[src/rtl/seq_detect_pkg.sv]
// Shared types and helpers for the programmable serial sequence detector.
package seq_detect_pkg;

  typedef enum logic [1:0] {
    StIdle = 2'd0,
    StRun  = 2'd1,
    StDone = 2'd2
  } state_e;

  localparam int unsigned DEFAULT_MAX_LEN = 8;
  localparam int unsigned DEFAULT_CNT_W   = 8;
  // Wide enough for any MAX_LEN up to 16.
  localparam int unsigned LEN_W           = 5;

  // A zero length behaves as a single-bit pattern; oversize lengths saturate.
  function automatic logic [LEN_W-1:0] clamp_len(input logic [LEN_W-1:0] len,
                                                 input int unsigned       max_len);
    if (len == '0) return LEN_W'(1);
    if (32'(len) > max_len) return LEN_W'(max_len);
    return len;
  endfunction

endpackage

[src/rtl/seq_detect_ctrl_match_core.sv]
// Shift register, fill counter and length-masked compare. The match strobe is
// combinational and describes the bit being sampled on the coming edge.
module seq_match_core
  import seq_detect_pkg::*;
#(
  parameter int unsigned MAX_LEN = DEFAULT_MAX_LEN
) (
  input  logic               clk,
  input  logic               reset,
  input  logic               clear,
  input  logic               sample,
  input  logic               inbits,
  input  logic [MAX_LEN-1:0] pattern,
  input  logic [LEN_W-1:0]   len,
  input  logic               overlap,
  output logic               match
);

  logic [MAX_LEN-1:0] sr_q, sr_next, mask;
  logic [LEN_W-1:0]   fill_q, fill_next;

  // Next shift/fill values and the masked compare against the pattern.
  always_comb begin
    sr_next   = {sr_q[MAX_LEN-2:0], inbits};
    fill_next = (fill_q >= len) ? len : fill_q + LEN_W'(1);
    mask      = '0;
    for (int unsigned i = 0; i < MAX_LEN; i++) begin
      mask[i] = (LEN_W'(i) < len);
    end
    match = sample && (fill_next >= len) && ((sr_next & mask) == (pattern & mask));
  end

  // Shift on every accepted sample; non-overlapping mode restarts the fill on a hit.
  always_ff @(posedge clk or posedge reset) begin
    if (reset) begin
      sr_q   <= '0;
      fill_q <= '0;
    end else if (clear) begin
      sr_q   <= '0;
      fill_q <= '0;
    end else if (sample) begin
      sr_q   <= sr_next;
      fill_q <= (match && !overlap) ? '0 : fill_next;
    end
  end

endmodule

[src/rtl/seq_detect_ctrl.sv]
// Programmable serial sequence-detection controller: config latch, IDLE/RUN/DONE
// sequencing, hit counting with optional match-limit stop.
// Optional feature macro: SEQ_DETECT_STICKY_EN adds irq_clr/irq sticky interrupt.
module seq_detect_ctrl
  import seq_detect_pkg::*;
#(
  parameter int unsigned MAX_LEN = DEFAULT_MAX_LEN,
  parameter int unsigned CNT_W   = DEFAULT_CNT_W
) (
  input  logic               clk,
  input  logic               reset,
  input  logic               cfg_valid,
  output logic               cfg_ready,
  input  logic [MAX_LEN-1:0] cfg_pattern,
  input  logic [LEN_W-1:0]   cfg_len,
  input  logic               cfg_overlap,
  input  logic [CNT_W-1:0]   match_limit,
  input  logic               start,
  input  logic               stop,
  input  logic               inbits,
  output logic               detect,
  output logic [CNT_W-1:0]   hit_count,
  output logic               busy,
  output logic               done
`ifdef SEQ_DETECT_STICKY_EN
  ,
  input  logic               irq_clr,
  output logic               irq
`endif
);

  state_e             state_q;
  logic [MAX_LEN-1:0] pattern_q;
  logic [LEN_W-1:0]   len_q;
  logic               overlap_q;
  logic [CNT_W-1:0]   limit_q;

  logic               match;
  logic               run_sample;
  logic               core_clear;
  logic [CNT_W-1:0]   hit_inc;
  logic               limit_hit;

  // Run-control strobes; stop suppresses the sample so it can never count.
  always_comb begin
    run_sample = (state_q == StRun) && !stop;
    core_clear = start && (state_q != StRun);
    hit_inc    = (hit_count == '1) ? hit_count : hit_count + CNT_W'(1);
    limit_hit  = (limit_q != '0) && (hit_inc == limit_q);
  end

  seq_match_core #(
    .MAX_LEN(MAX_LEN)
  ) u_match_core (
    .clk    (clk),
    .reset  (reset),
    .clear  (core_clear),
    .sample (run_sample),
    .inbits (inbits),
    .pattern(pattern_q),
    .len    (clamp_len(len_q, MAX_LEN)),
    .overlap(overlap_q),
    .match  (match)
  );

  // Controller FSM with registered status outputs, config latch and hit counter.
  always_ff @(posedge clk or posedge reset) begin
    if (reset) begin
      state_q   <= StIdle;
      pattern_q <= '0;
      len_q     <= '0;
      overlap_q <= 1'b0;
      limit_q   <= '0;
      detect    <= 1'b0;
      hit_count <= '0;
      busy      <= 1'b0;
      done      <= 1'b0;
      cfg_ready <= 1'b1;
    end else begin
      detect <= 1'b0;
      if (cfg_valid && cfg_ready) begin
        pattern_q <= cfg_pattern;
        len_q     <= cfg_len;
        overlap_q <= cfg_overlap;
        limit_q   <= match_limit;
      end
      unique case (state_q)
        StIdle, StDone: begin
          if (start) begin
            state_q   <= StRun;
            hit_count <= '0;
            busy      <= 1'b1;
            done      <= 1'b0;
            cfg_ready <= 1'b0;
          end else if (stop && (state_q == StDone)) begin
            state_q <= StIdle;
            done    <= 1'b0;
          end
        end
        StRun: begin
          if (stop) begin
            state_q   <= StIdle;
            busy      <= 1'b0;
            cfg_ready <= 1'b1;
          end else if (match) begin
            detect    <= 1'b1;
            hit_count <= hit_inc;
            if (limit_hit) begin
              state_q   <= StDone;
              busy      <= 1'b0;
              done      <= 1'b1;
              cfg_ready <= 1'b1;
            end
          end
        end
        default: begin
          state_q   <= StIdle;
          busy      <= 1'b0;
          done      <= 1'b0;
          cfg_ready <= 1'b1;
        end
      endcase
    end
  end

`ifdef SEQ_DETECT_STICKY_EN
  logic irq_set;
  // Every limit stop is entered through a match, so the match covers both set causes.
  assign irq_set = match;

  // Sticky interrupt: a set in the same cycle as a clear takes priority.
  always_ff @(posedge clk or posedge reset) begin
    if (reset) begin
      irq <= 1'b0;
    end else if (irq_set) begin
      irq <= 1'b1;
    end else if (irq_clr) begin
      irq <= 1'b0;
    end
  end
`endif

endmodule
[config.mk]
export PLATFORM = sky130hd
export DESIGN_NAME = seq_detect_ctrl
export DESIGN_NICKNAME = d
export VERILOG_FILES = /design/src/rtl/seq_detect_pkg.sv /design/src/rtl/seq_detect_ctrl_match_core.sv /design/src/rtl/seq_detect_ctrl.sv
export SDC_FILE = /design/constraint.sdc
export NUM_CORES = 1
export LEC_CHECK = 0
export ABC_CLOCK_PERIOD_IN_PS = 3950
export CORE_MARGIN = 4
export CORE_UTILIZATION = 50
export CTS_CLUSTER_DIAMETER = 30
export DETAILED_ROUTE_END_ITERATION = 16
export PLACE_DENSITY = 0.81
export SLEW_MARGIN = 20
export SYNTH_ARGS = -nofsm -noshare
export SYNTH_HDL_FRONTEND = slang
export SYNTH_HIERARCHICAL = 1
export SYNTH_SLANG_ARGS = --single-unit
export TNS_END_PERCENT = 100
[constraint.sdc]
create_clock -name clk -period 3.95 [get_ports clk]
set_input_delay 0.79 -clock clk [delete_from_list [all_inputs] [get_ports clk]]
set_output_delay 0.79 -clock clk [all_outputs]
set_load 0.02 [all_outputs]
======== Word-level counts from Yosys, hierarchy flattened ========
Index checks and enable logic that the tools add are counted.
word-level totals
  bits in registers ....................... 48
  latch bits .............................. 0
  memory bits (writable) .................. 0
  memory bits (read-only) ................. 0
  input port bits ......................... 28
  output and inout port bits .............. 12
  word-level logic and storage cells ...... 101
  memories kept ........................... 0
operators by class
  add/subtract/negate cells ............... 2
  $mul .................................... 0
  div/mod/pow operators ................... 0
  order comparisons ....................... 11
  eq/ne operators ......................... 13
  shift-type cells ........................ 0
  mux-type cells .......................... 41
  bitwise gates (word level) .............. 2
  reduce and logical (&&, ||, !) cells .... 20
operators by type and width
  kind                                                                             count
  5-bit two-way mux                                                                8
  8-bit two-way mux                                                                4
  3-bit by 5-bit less-than comparator with 1-bit output, first input constant      4
  1-bit two-way mux                                                                17
  8-bit AND                                                                        2
  8-bit == test                                                                    2
  8-bit case mux with 2 select lines                                               1
  7-bit two-way mux                                                                2
  5-bit >= comparator                                                              2
  1-bit by 5-bit less-than comparator with 1-bit output, first input constant      2
  2-bit by 5-bit less-than comparator with 1-bit output, first input constant      2
  2-bit two-way mux                                                                5
  8-bit by 1-bit adder with 8-bit output, second input constant                    1
  8-bit == test, second input constant                                             1
  1-bit logical AND                                                                8
  4-bit AND reduction                                                              2
  8-bit nonzero test                                                               1
  2-bit != test, second input constant                                             3
  3-bit != test, second input constant                                             2
  1-bit case mux with 2 select lines                                               3
  3-bit AND reduction                                                              2
  5-bit by 1-bit adder with 5-bit output, second input constant                    1
  5-bit by 4-bit greater-than comparator with 1-bit output, second input constant  1
  5-bit logical NOT                                                                1
  other kinds (9)                                                                  12

======== Depth between registers and ports, before layout ========
Gate-level depths: netlist of run 1.
  word-level depth ........................ 14
  mapped depth ............................ 19
  gate-level depth less buffers ........... 19

======== Cells and area by module ========
Netlist of run 1, hierarchy kept.
by module, submodules not included
  module           times used  cells an instance  area an instance (um^2)  sequential area each (um^2)
  seq_detect_ctrl  1           164                1870.5                   902.1
  seq_match_core   1           109                1043.5                   300.3

======== Worst setup path after synthesis of run 1 ========
No wires, ideal clock.
  path kind ............................... flip-flop to flip-flop
  start ................................... register len_q[3]
  end ..................................... register busy
  setup time .............................. 138 ps
  arrival time ............................ 3964 ps
  required time ........................... 3812 ps
  setup slack ............................. -151 ps
  cell stages (with the launch flop) ...... 19
  buffers on the path ..................... 0
  period minus slack after synthesis ...... 4101 ps
  path through ............................ dfrtp_1 -> nor2_1 -> inv_1 -> nor2_1 -> ha_1 -> nand2b_1 -> a31oi_1 -> o21ai_1 -> mux2_2 -> inv_1 -> ha_1 -> o21ai_0 -> a221oi_4 -> o211ai_1 -> nor4b_1 -> or2b_1 -> mux2_4 -> nor4_4 -> a31oi_1
between the ends
  longest elaborated chain between the ends .. 12
  elaborated cells on any way between the ends .. 26
  those cells by class .................... order compare: 11; eq/ne: 2; mux: 7; bitwise: 2; reduce/logical: 4
ends and longest elaborated chain
  element                                                   line                              RTL
  start: declaration                                        seq_detect_ctrl.sv:34             logic [LEN_W-1:0] len_q;
  start signal: assignment                                  seq_detect_ctrl.sv:83             len_q <= cfg_len;
  5-bit by 4-bit greater-than comparator with 1-bit output  seq_detect_pkg.sv:19              if (32'(len) > max_len) return LEN_W'(max_len);
  1-bit two-way mux (2 in a row)                            seq_detect_pkg.sv:19
  5-bit two-way mux                                         seq_detect_pkg.sv:20              return len;
  5-bit two-way mux (*)                                     seq_detect_pkg.sv:19
  5-bit >= comparator                                       seq_detect_ctrl_match_core.sv:25  fill_next = (fill_q >= len) ? len : fill_q + LEN_W'(1);
  5-bit two-way mux                                         seq_detect_ctrl_match_core.sv:25
  5-bit >= comparator                                       seq_detect_ctrl_match_core.sv:30  match = sample && (fill_next >= len) && ((sr_next & mask) == (pattern & mask));
  1-bit logical AND                                         seq_detect_ctrl_match_core.sv:30
  1-bit logical AND (*)                                     seq_detect_ctrl_match_core.sv:30
  net match                                                 seq_detect_ctrl.sv:38             logic match;
  3-bit by 2-bit != test with 1-bit output (no line) (*)    -
  3-bit AND reduction (no line) (*)                         -
  end signal: assignment                                    seq_detect_ctrl.sv:76             busy <= 1'b0;
  end signal: assignment                                    seq_detect_ctrl.sv:92             busy <= 1'b1;
  end signal: assignment                                    seq_detect_ctrl.sv:103            busy <= 1'b0;
  end: declaration                                          seq_detect_ctrl.sv:23             output logic busy,
The timed path passes the listed nets; every way through them passes the cells marked *. The select of a mux whose other input is x is not followed.
A chain may end at the register's enable or synchronous reset.

======== Final worst setup path of run 1 ========
  start ................................... register len_q[4]
  end ..................................... register busy
Same word-level chain as after synthesis.

==> results.md, run 1 <==
| Metric | Value |
|---|---|
| Status | finished, final reports clean |
| Worst Skew | 0.01144 ns |
| Total met3 wirelength after detailed routing | 236 um |
| Post-synthesis instance area | 2914 um2 |
| Number of buffer and inverter instances along the worst setup path | 2 |
| Crit-path max cell delay | 0.39 ns |
| Max Slew Vio Count | 0 |
| Kind of cell with the highest combined delay on the critical path | simple AND/OR/NAND/NOR gates |
| Last weighted congestion value of the routability-driven placer | 0.8865 |
| Max-capacitance violation count | 0 |
| Final Hold Slack | 0.5222 ns |
| Worst Tran Pin Value | 0.9759 ns |
| Area used by sequential logic in the layout | 1202 um2 |
| Deepest level of the CTS H-tree | 2 |
| Vias in the first global route | 2258 |
| Avg WL per Cell | 16.85 um |
| Worst Hold Endpoint | len_q[0] |
| Register area share after synthesis | 0.4126 |
| Post-layout min period | 3.928 ns |
| Total I/O pin count | 40 |
| R2r worst-path depth | 18 |
| Relative slew margins | 0.3478 |
| Yosys cell types | 57 |
| Asr flop ratio synth | 1.000 |
| 1st-pass router iterations | 4 |
| Layout overhead on the synthesized area | 28.25% |
| Post-detailed-route count of antenna-violating nets | 0 |
| Synthesized-area fraction occupied by adder cells | 0.05152 |
| Data arrival time of the critical path | 4.11 ns |
| Setup violation total in the final timing report | 0 |
| Wire length on met1 | 3.109 mm |
| Top layer in use | met4 |
| Starting DRT DRC Count | 137 |
| Horizontal extent of the die | 84.34 um |
| Number of synthesized register bits | 48 |
| Average instance area after synthesis | 10.67 um2 |
| Class of the most critical hold timing path | reg -> reg |
| Commonest register cell after synthesis | dfrtp_1 |
| R2r setup slk | 0.02 ns |
| Via count of the routed design | 2267 |
| Fmax achieved | 254.6 MHz |
| Highest fanout seen on the critical path | 5 |
| Compound-gate portion of the synthesized area | 0.1413 |
| Largest net degree at the start of global routing | 30 |
| Setup repair after global routing missed its margin | true |
| Estimated wirelength of the detail-placed design | 4.849 mm |
| Number of diodes added for antenna fixing | 0 |
| Critical path type | reg -> reg |
| Capturing point of the worst reg2reg path | busy |
| Number of enable-type register cells in the synthesized netlist | 0 |
| Sum of overflow across all layers after global routing | 0 |
| Element type at the critical path start | flop |
| Worst setup EP type | flop |
| Required time of the critical path | 4.13 ns |
| Cell with the biggest individual delay on the critical path | dfrtp_1 |
| Per-cell via count in the routed design | 5.598 |
| Share of cell area taken by muxes after synthesis | 0.1460 |
| Count of clock tree sinks | 48 |
| Die area | 7113 um2 |
| Vertical die dimension | 84.34 um |
| Residual DRC count | 0 |
| Number of nets at the end of the flow | 372 |
| Placeable core region | 5574 um2 |
| Post-synthesis simple-gate area fraction | 0.1589 |
| Dominant combinational cell family by area after synthesis | simple AND/OR/NAND/NOR gates |
| Fill cell instance count of the final layout | 429 |
| Longest Clk Path Bufs | 2 |
| Static Leak | 1.651 nW |
| Placed cell area | 3441 um2 |
| Fraction of layout instances using a drive strength above 1 | 0.2492 |
| Clock latency at the later pin of the worst-skew pair | 0.31 ns |
| Tcrit/Tclk final | 0.9943 |
| Post-route cell area | 3737 um2 |
| Number of synthesis warnings | 6 |
| Area of the multi-input gates | 1732 um2 |
| Standard-cell rows | 27 |
| Total Routed Length | 6.823 mm |
| Initial Utilization | 0.5228 |
| Instance count of the mapped netlist | 273 |
| Clk slew on worst S/H paths | 0.09 ns |
| Number of clock buffers inserted by TritonCTS | 5 |
| Number of endpoints with negative hold slack in the final report | 0 |
| Cells along the critical path | nor2_2 -> and2_4 -> inv_4 -> ha_4 -> a21o_1 -> a31oi_2 -> o21ai_2 -> buf_6 -> mux2i_2 -> ha_1 -> nand2b_1 -> a211oi_2 -> o21a_1 -> nor4b_2 -> or2b_1 -> mux2_4 -> nor4_4 -> a31oi_1 |
| Total GRT Usage | 0.1886 |
| Count of input and output buffers | 39 |
| Beginning of the worst hold path | len_q[0] |
| Power density of the placed cells | 520.3 nW/um2 |
| Wire length of the first global-routing pass | 11.13 mm |
| Worst flop-to-flop path startpoint | len_q[4] |
| Cells on Worst Hold Path | 1 |
| Post-Synth XOR/XNOR Area | 0.05367 |
| Maximum resistive drop on vdd | 0.2977 mV |
| Clock tree root driver cell | clkbuf_8 |
| Detailed route wirelength on metal2 | 3.362 mm |
| Clock tree from TritonCTS | yes |
| Initial antenna violation count | 0 |
==> registers in the layout (all words and copies together), names as in the netlist <==
register and cells:
u_match_core/sr_q 7, limit_q 8, len_q 5, detect 1, overlap_q 1, hit_count 8
cfg_ready 1, state_q 2, busy 1, u_match_core/fill_q 5, done 1, pattern_q 8
==> synthesized netlist by cell type (4+ instances only) <==
| master | number | share of area |
|---|---|---|
| mux2_2 | 24 | 0.093 |
| and2_1 | 6 | 0.013 |
| nand2_1 | 18 | 0.023 |
| xor2_1 | 10 | 0.030 |
| nand2b_1 | 5 | 0.011 |
| a21o_1 | 4 | 0.010 |
| dfrtp_1 | 47 | 0.40 |
| xnor2_1 | 6 | 0.018 |
| buf_4 | 4 | 0.010 |
| ha_1 | 12 | 0.052 |
| o21ai_0 | 13 | 0.022 |
| nor3_1 | 4 | 0.0069 |
| o31ai_1 | 4 | 0.010 |
| nor2_1 | 21 | 0.027 |
| inv_1 | 13 | 0.017 |
| a21oi_1 | 8 | 0.014 |
| a31oi_1 | 6 | 0.013 |
| mux2i_1 | 14 | 0.048 |
| nand3_1 | 6 | 0.010 |
==> logic make-up after synthesis <==
logic type               after synthesis
multiplexers                          39
flip-flops                            48
AO/OA/AOI/OAI                         56
other                                  1
buffers and inverters                 21
XOR/XNOR                              17
adder cells (fa/ha/maj)               12
AND/OR/NAND/NOR                       79
==> layer usage <==
metal,vias up,track usage
met5,-,0
met3,16,0.03631
met2,50,0.2848
met1,1101,0.2804
met4,0,0.04460
li1,1100,-
==> where the power goes <==
part | switching, W | total, W | internal [W]
registers | 0.0000999 | 0.000689 | 0.000589
logic | 0.000392 | 0.000827 | 0.000434
clock network | 0.000174 | 0.000429 | 0.000255
total | 0.000666 | 0.00194 | 0.00128
==> worst max path at each step <==
stage	startpoint	endpoint	slack, ns	depth (start not counted)
floorplan	len_q[3]	busy	0.04	18
global placement	len_q[3]	state_q[0]	0.06	18
detailed placement	len_q[3]	busy	-0.10	18
CTS	len_q[3]	busy	0.03	18
global route	len_q[4]	busy	-0.17	18
finish	len_q[4]	busy	0.02	18
==> repair_timing <==
action	in CTS	in global routing
endpoints found under the hold margin	0	0
hold buffers	0	0
resized for setup	4	23
endpoints found under the setup margin	5	12
pin swaps	4	16
buffers inserted	1	6
==> cell usage in the layout, fill, tap and decap left out, types with 4 or more instances in the layout <==
cell type | netlist | final
mux2_2 | 24 | 22
dfrtp_1 | 47 | 47
xnor2_1 | 6 | 6
o21ai_0 | 13 | 11
and2_1 | 6 | 4
xor2_1 | 10 | 10
nand2_1 | 18 | 18
o31ai_1 | 4 | 4
nand3_1 | 6 | 6
nor2_1 | 21 | 19
inv_1 | 13 | 8
nor3_1 | 4 | 4
a21oi_1 | 8 | 8
mux2i_1 | 14 | 12
clkbuf_8 | 0 | 5
a31oi_1 | 6 | 5
a21o_1 | 4 | 4
nand2b_1 | 5 | 5
buf_4 | 4 | 16
ha_1 | 12 | 8
clkdlybuf4s50_1 | 0 | 39
conb_1 | 1 | 5
==> final cells by class <==
type,instances,share of cell area
multi-input combinational,208,0.4633
timing repair buffer,56,0.1396
tap,72,0.02410
clock buffer,5,0.01841
inverter,13,0.01440
clock inverter,3,0.01841
sequential,48,0.3217
==> through the flow <==
step	utilization	setup slack, ns	TNS (ns)	total power, W	cells
2_1_floorplan	-	0.04066	0	0.001115	277
3_3_place_gp	0.6173	0.06044	0	0.001298	390
3_5_place_dp	0.6173	-0.1049	-0.4045	0.001320	390
4_1_cts	0.6467	0.03355	0	0.001774	399
5_1_grt	0.6705	-0.1650	-0.7346	0.002048	405
6_report	0.6705	0.02249	0	0.001945	405
(Power assumes the default switching activity.)
==> inputs of run 2 (changes only) <==
--- a/config.mk
+++ b/config.mk
@@ -7,10 +7,10 @@
 export LEC_CHECK = 0
 export ABC_CLOCK_PERIOD_IN_PS = 3950
 export CORE_MARGIN = 4
-export CORE_UTILIZATION = 50
+export CORE_UTILIZATION = 36
 export CTS_CLUSTER_DIAMETER = 30
 export DETAILED_ROUTE_END_ITERATION = 16
-export PLACE_DENSITY = 0.81
+export PLACE_DENSITY = 0.62
 export SLEW_MARGIN = 20
 export SYNTH_ARGS = -nofsm -noshare
 export SYNTH_HDL_FRONTEND = slang
==> run 2 against run 1 <==
Power fell by 6.6%. Maximum frequency rose by 1.5%. Global-route usage shrank 4.8 points. Clock power shrank 12%. Non-clock buffer count increased by 1. Via count down 0.26%. Critical endpoint is now state_q[0].
==> results.md, run 2 (synthesized netlist as in run 1, its figures left out) <==
| Metric | Value |
|---|---|
| Status | finished, final reports clean |
| Clk slew on worst S/H paths | 0.09 ns |
| Count of clock tree sinks | 48 |
| Worst Skew | 0.006335 ns |
| Standard-cell rows | 32 |
| Sum of overflow across all layers after global routing | 0 |
| Number of endpoints with negative hold slack in the final report | 0 |
| Wire length of the first global-routing pass | 11.10 mm |
| Setup violation total in the final timing report | 0 |
| Initial antenna violation count | 0 |
| Max Slew Vio Count | 0 |
| Starting DRT DRC Count | 101 |
| Fraction of layout instances using a drive strength above 1 | 0.2365 |
| Highest fanout seen on the critical path | 5 |
| Number of hold-repair buffers added at the cts stage | 0 |
| Total Routed Length | 6.663 mm |
| Via count of the routed design | 2261 |
| Initial Utilization | 0.3732 |
| Post-route cell area | 3740 um2 |
| Total I/O pin count | 40 |
| Horizontal extent of the die | 97.97 um |
| Worst Tran Pin Value | 1.030 ns |
| Fmax achieved | 258.3 MHz |
| Clock tree from TritonCTS | yes |
| Placed cell area | 3478 um2 |
| Worst setup EP type | flop |
| Required time of the critical path | 4.12 ns |
| Setup repair after global routing missed its margin | true |
| Max-capacitance violation count | 0 |
| Placeable core region | 7807 um2 |
| Per-cell via count in the routed design | 5.186 |
| Final Hold Slack | 0.5164 ns |
| Vias in the first global route | 2224 |
| Deepest level of the CTS H-tree | 2 |
| Number of nets at the end of the flow | 373 |
| Clock latency at the later pin of the worst-skew pair | 0.30 ns |
| Critical path type | reg -> reg |
| Largest net degree at the start of global routing | 37 |
| Number of clock buffers inserted by TritonCTS | 5 |
| Post-layout min period | 3.871 ns |
| Most frequent cells in the layout | 47 x dfrtp_1, 39 x clkdlybuf4s50_1, 22 x mux2_2 |
| Data arrival time of the critical path | 4.04 ns |
| Vertical die dimension | 97.97 um |
| Layout overhead on the synthesized area | 28.34% |
| Placed Cells | 420 |
| Clock tree root driver cell | clkbuf_8 |
| Static Leak | 1.657 nW |
| Number of diodes added for antenna fixing | 0 |
| Total Power | 0.001816 W |
| Class of the most critical hold timing path | reg -> reg |
| Longest Clk Path Bufs | 2 |
| Element type at the critical path start | flop |
| Estimated wirelength of the detail-placed design | 4.830 mm |
| Largest registers ranked by flip-flop count | hit_count: 8 flops, limit_q: 8 flops, pattern_q: 8 flops |
| Avg WL per Cell | 15.28 um |
| Total GRT Usage | 0.1404 |
| Post-detailed-route count of antenna-violating nets | 0 |
| Leading cell type in the layout, fill and taps excluded | dfrtp_1 |
| Maximum resistive drop on vdd | 0.1790 mV |
| 1st-pass router iterations | 4 |
| R2r setup slk | 0.08 ns |
| Tcrit/Tclk final | 0.9799 |
| Number of non-filler instances in the completed layout | 436 |
| Die area | 9598 um2 |
| Relative slew margins | 0.3115 |
| Power density of the placed cells | 485.6 nW/um2 |
| Fill cell instance count of the final layout | 725 |
| Residual DRC count | 0 |
| Count of input and output buffers | 39 |
| Last weighted congestion value of the routability-driven placer | 0.8867 |
run 2: cell type report:
class,instances,area (um2),share of cell area
Timing Repair Buffer,57,529.3,0.1415
Multi-Input combinational cell,208,1710,0.4573
Clock inverter,2,38.79,0.01037
Tap cell,102,127.6,0.03412
Clock buffer,6,82.58,0.02208
Sequential cell,48,1202,0.3215
Inverter,13,48.80,0.01305
run 2: power by group:
group / internal [W] / total, W / switching, W / leakage, nW
logic: 0.000397 / 0.000752 / 0.000355 / 0.986
registers: 0.000589 / 0.000688 / 0.0000993 / 0.610
clock network: 0.000207 / 0.000376 / 0.000168 / 0.0614
total: 0.00119 / 0.00182 / 0.000623 / 1.66
run 2: layer usage:
metal	track usage	up-vias	wire length, um
met2	0.2183	39	3114
met5	0	-	0
met4	0.03834	0	89
met1	0.2035	1113	3263
met3	0.02143	9	195
li1	-	1100	-
run 2: critical path, cell delays in order, from the launching register on:
cell	delay (ns)
dfrtp_1	0.40
nor2_2	0.15
and2_4	0.16
inv_1	0.08
ha_2	0.31
a31oi_1	0.10
o21ai_2	0.22
buf_6	0.16
mux2i_4	0.23
inv_1	0.06
ha_1	0.27
a211oi_1	0.06
o21a_2	0.23
nor4b_4	0.28
or2b_1	0.25
mux2_4	0.27
nor4_4	0.36
a31oi_1	0.14
run 2: final timing paths:
path | startpoint | end | cells past startpoint
worst max-delay path | len_q[3] | state_q[0] | 17
worst min-delay path | overlap_q | overlap_q | 1
worst max register to register | len_q[3] | state_q[0] | 17
worst min register to register | overlap_q | overlap_q | 1
max in group asynchronous | reset | cfg_ready | 3
min in group asynchronous | reset | u_match_core/sr_q[5] | 2
run 2: timing repair:
item,CTS,global route
pin swaps,6,13
cloned,0,0
setup buffers,1,7
setup endpoints to repair,5,7
gates resized for setup,8,13
run 2: stage by stage:
step	utilization	setup slack [ns]	setup TNS [ns]
2_1_floorplan	-	0.04066	0
3_3_place_gp	0.4455	0.05526	0
3_5_place_dp	0.4455	-0.09424	-0.3339
4_1_cts	0.4667	0.05106	0
5_1_grt	0.4790	-0.1322	-0.8426
6_report	0.4790	0.07921	0
==> inputs of run 3 (changes only) <==
--- a/config.mk
+++ b/config.mk
@@ -6,6 +6,7 @@
 export NUM_CORES = 1
 export LEC_CHECK = 0
 export ABC_CLOCK_PERIOD_IN_PS = 3950
+export CORE_ASPECT_RATIO = 0.9
 export CORE_MARGIN = 4
 export CORE_UTILIZATION = 36
 export CTS_CLUSTER_DIAMETER = 30
==> run 3 against run 2 <==
Routed wire length decreased by 3.5%. Critical path type unchanged. Largest power group is now sequential cells. Core utilization decreased by 0.58 points. Maximum frequency increased by 3.3%. Global-route usage decreased by 0.50 points. Clock skew increased by 0.012 ns. Sequential power about the same. Register-to-register slack improved by 0.12 ns. Via count decreased by 3.0%.
==> results.md, run 3 (synthesized netlist as in run 1, its figures left out) <==
| Metric | Value |
|---|---|
| Status | finished, final reports clean |
| Worst Setup Slack post-DPL | -0.04418 ns |
| Placeable core region | 7695 um2 |
| Total GRT Usage | 0.1354 |
| Fraction of layout instances using a drive strength above 1 | 0.2080 |
| Highest fanout seen on the critical path | 5 |
| Final setup slack of the worst path | 0.2029 ns |
| Power density of the placed cells | 468.2 nW/um2 |
| Number of nets at the end of the flow | 366 |
| 1st-pass router iterations | 4 |
| Met2 track demand over resource in global routing | 0.1876 |
| Post-detailed-route count of antenna-violating nets | 0 |
| Avg WL per Cell | 15.20 um |
| Tcrit/Tclk final | 0.9486 |
| Setup TNS | 0 ns |
| Placed cell area | 3463 um2 |
| Residual DRC count | 0 |
| Deepest level of the CTS H-tree | 2 |
| Initial antenna violation count | 0 |
| Via count of the routed design | 2194 |
| Required time of the critical path | 4.12 ns |
| Worst Skew | 0.01817 ns |
| Most frequent cells in the layout | 47 x dfrtp_1, 39 x clkdlybuf4s50_1, 23 x mux2_2 |
| Fmax achieved | 266.9 MHz |
| Max-capacitance violation count | 0 |
| Clock latency at the later pin of the worst-skew pair | 0.30 ns |
| GR met3 Demand/Resource | 0.03281 |
| Leading cell type in the layout, fill and taps excluded | dfrtp_1 |
| Number of endpoints with negative hold slack in the final report | 0 |
| Die area | 9600 um2 |
| Met1 routing resource usage after global routing | 0.2071 |
| Per-cell via count in the routed design | 5.187 |
| Clock tree root driver cell | clkbuf_8 |
| Setup violation total in the final timing report | 0 |
| Class of the most critical hold timing path | reg -> reg |
| Last weighted congestion value of the routability-driven placer | 0.8974 |
| Element type at the critical path start | flop |
| Count of clock tree sinks | 48 |
| Wire length of the first global-routing pass | 10.13 mm |
| Worst Tran Pin Value | 0.9944 ns |
| Number of diodes added for antenna fixing | 0 |
| Post-layout min period | 3.747 ns |
| Placed Cells | 413 |
| Number of hold-repair buffers added at the cts stage | 0 |
| Number of clock buffers inserted by TritonCTS | 5 |
| Global route hottest layer | met1 |
| Longest Clk Path Bufs | 2 |
| Total I/O pin count | 40 |
| Largest net degree at the start of global routing | 32 |
| Largest registers ranked by flip-flop count | hit_count: 8 flops, limit_q: 8 flops, pattern_q: 8 flops |
| Data arrival time of the critical path | 3.92 ns |
| Estimated wirelength of the detail-placed design | 4.779 mm |
| Initial Utilization | 0.3787 |
| Total Routed Length | 6.431 mm |
| Post-route cell area | 3641 um2 |
| Sum of overflow across all layers after global routing | 0 |
| Max Slew Vio Count | 0 |
| Vertical die dimension | 93.35 um |
| Layout overhead on the synthesized area | 24.95% |
| Horizontal extent of the die | 102.8 um |
| Worst setup EP type | flop |
| Standard-cell rows | 30 |
| Final Hold Slack | 0.5179 ns |
| Critical path type | reg -> reg |
| Vias in the first global route | 2011 |
| Relative slew margins | 0.3355 |
| Count of input and output buffers | 39 |
| Clk slew on worst S/H paths | 0.09 ns |
| Number of non-filler instances in the completed layout | 423 |
| Starting DRT DRC Count | 97 |
| Static Leak | 1.599 nW |
| Clock tree from TritonCTS | yes |
| Maximum resistive drop on vdd | 0.2330 mV |
run 3: cell count changes in the layout (fill, tap and decap cells not counted), sizes merged:
cell | previous run | this run
buf | 18 | 11
run 3: area by class of cell:
cell class,count,area (um2)
fillers,714,4054
multi-input cells,208,1684
clock buffers,6,72.57
clock inverters,2,35.03
flip-flops and latches,48,1202
well taps,96,120.1
inverters,13,53.80
repair buffers,50,473.0
run 3: what timing repair did:
action | CTS | global route
gates resized for setup | 0 | 15
setup buffers | 1 | 1
pin swaps | 1 | 7
setup endpoints to repair | 5 | 12
run 3: power by group:
part | total (W) | switching (W) | leakage, nW | internal (W)
Sequential | 0.000686 | 0.0000964 | 0.610 | 0.000589
Clock | 0.000346 | 0.000158 | 0.0552 | 0.000188
Combinational | 0.000673 | 0.000330 | 0.934 | 0.000343
Total | 0.00170 | 0.000584 | 1.60 | 0.00112
run 3: per-layer routing:
metal  up-vias  wire [um]
met2        49       2791
met4         0         56
met1      1055       3252
li1       1083          -
met3         7        330
met5         -          0
run 3: path summary, 6_finish.rpt:
check                          from         end  slack, ns  depth (start not counted)
setup / recovery           len_q[4]  state_q[0]       0.20                         19
hold reg to reg            len_q[0]    len_q[0]       0.52                          1
hold / removal             len_q[0]    len_q[0]       0.52                          1
min in group asynchronous     reset   overlap_q       0.71                          2
setup reg to reg           len_q[4]  state_q[0]       0.20                         19
max in group asynchronous     reset   cfg_ready       2.51                          3
run 3: worst max-delay path, cell delays in order, from the launching register on:
cell      delay (ns)
dfrtp_1         0.40
nor2_2          0.15
and2_4          0.18
inv_4           0.05
ha_4            0.23
a21o_1          0.17
a31oi_1         0.17
o21ai_2         0.09
mux2_4          0.34
inv_4           0.07
ha_4            0.13
o21ai_2         0.06
a221oi_4        0.21
o211ai_1        0.14
nor4b_2         0.32
or2b_1          0.25
mux2_4          0.27
nor4_4          0.12
buf_4           0.18
a31oi_2         0.08
run 3: metrics by stage:
step / total power, W / util
floorplan: 0.001115 / -
global placement: 0.001309 / 0.4501
global route: 0.001827 / 0.4732
CTS: 0.001674 / 0.4650
detailed placement: 0.001318 / 0.4501
finish: 0.001705 / 0.4732
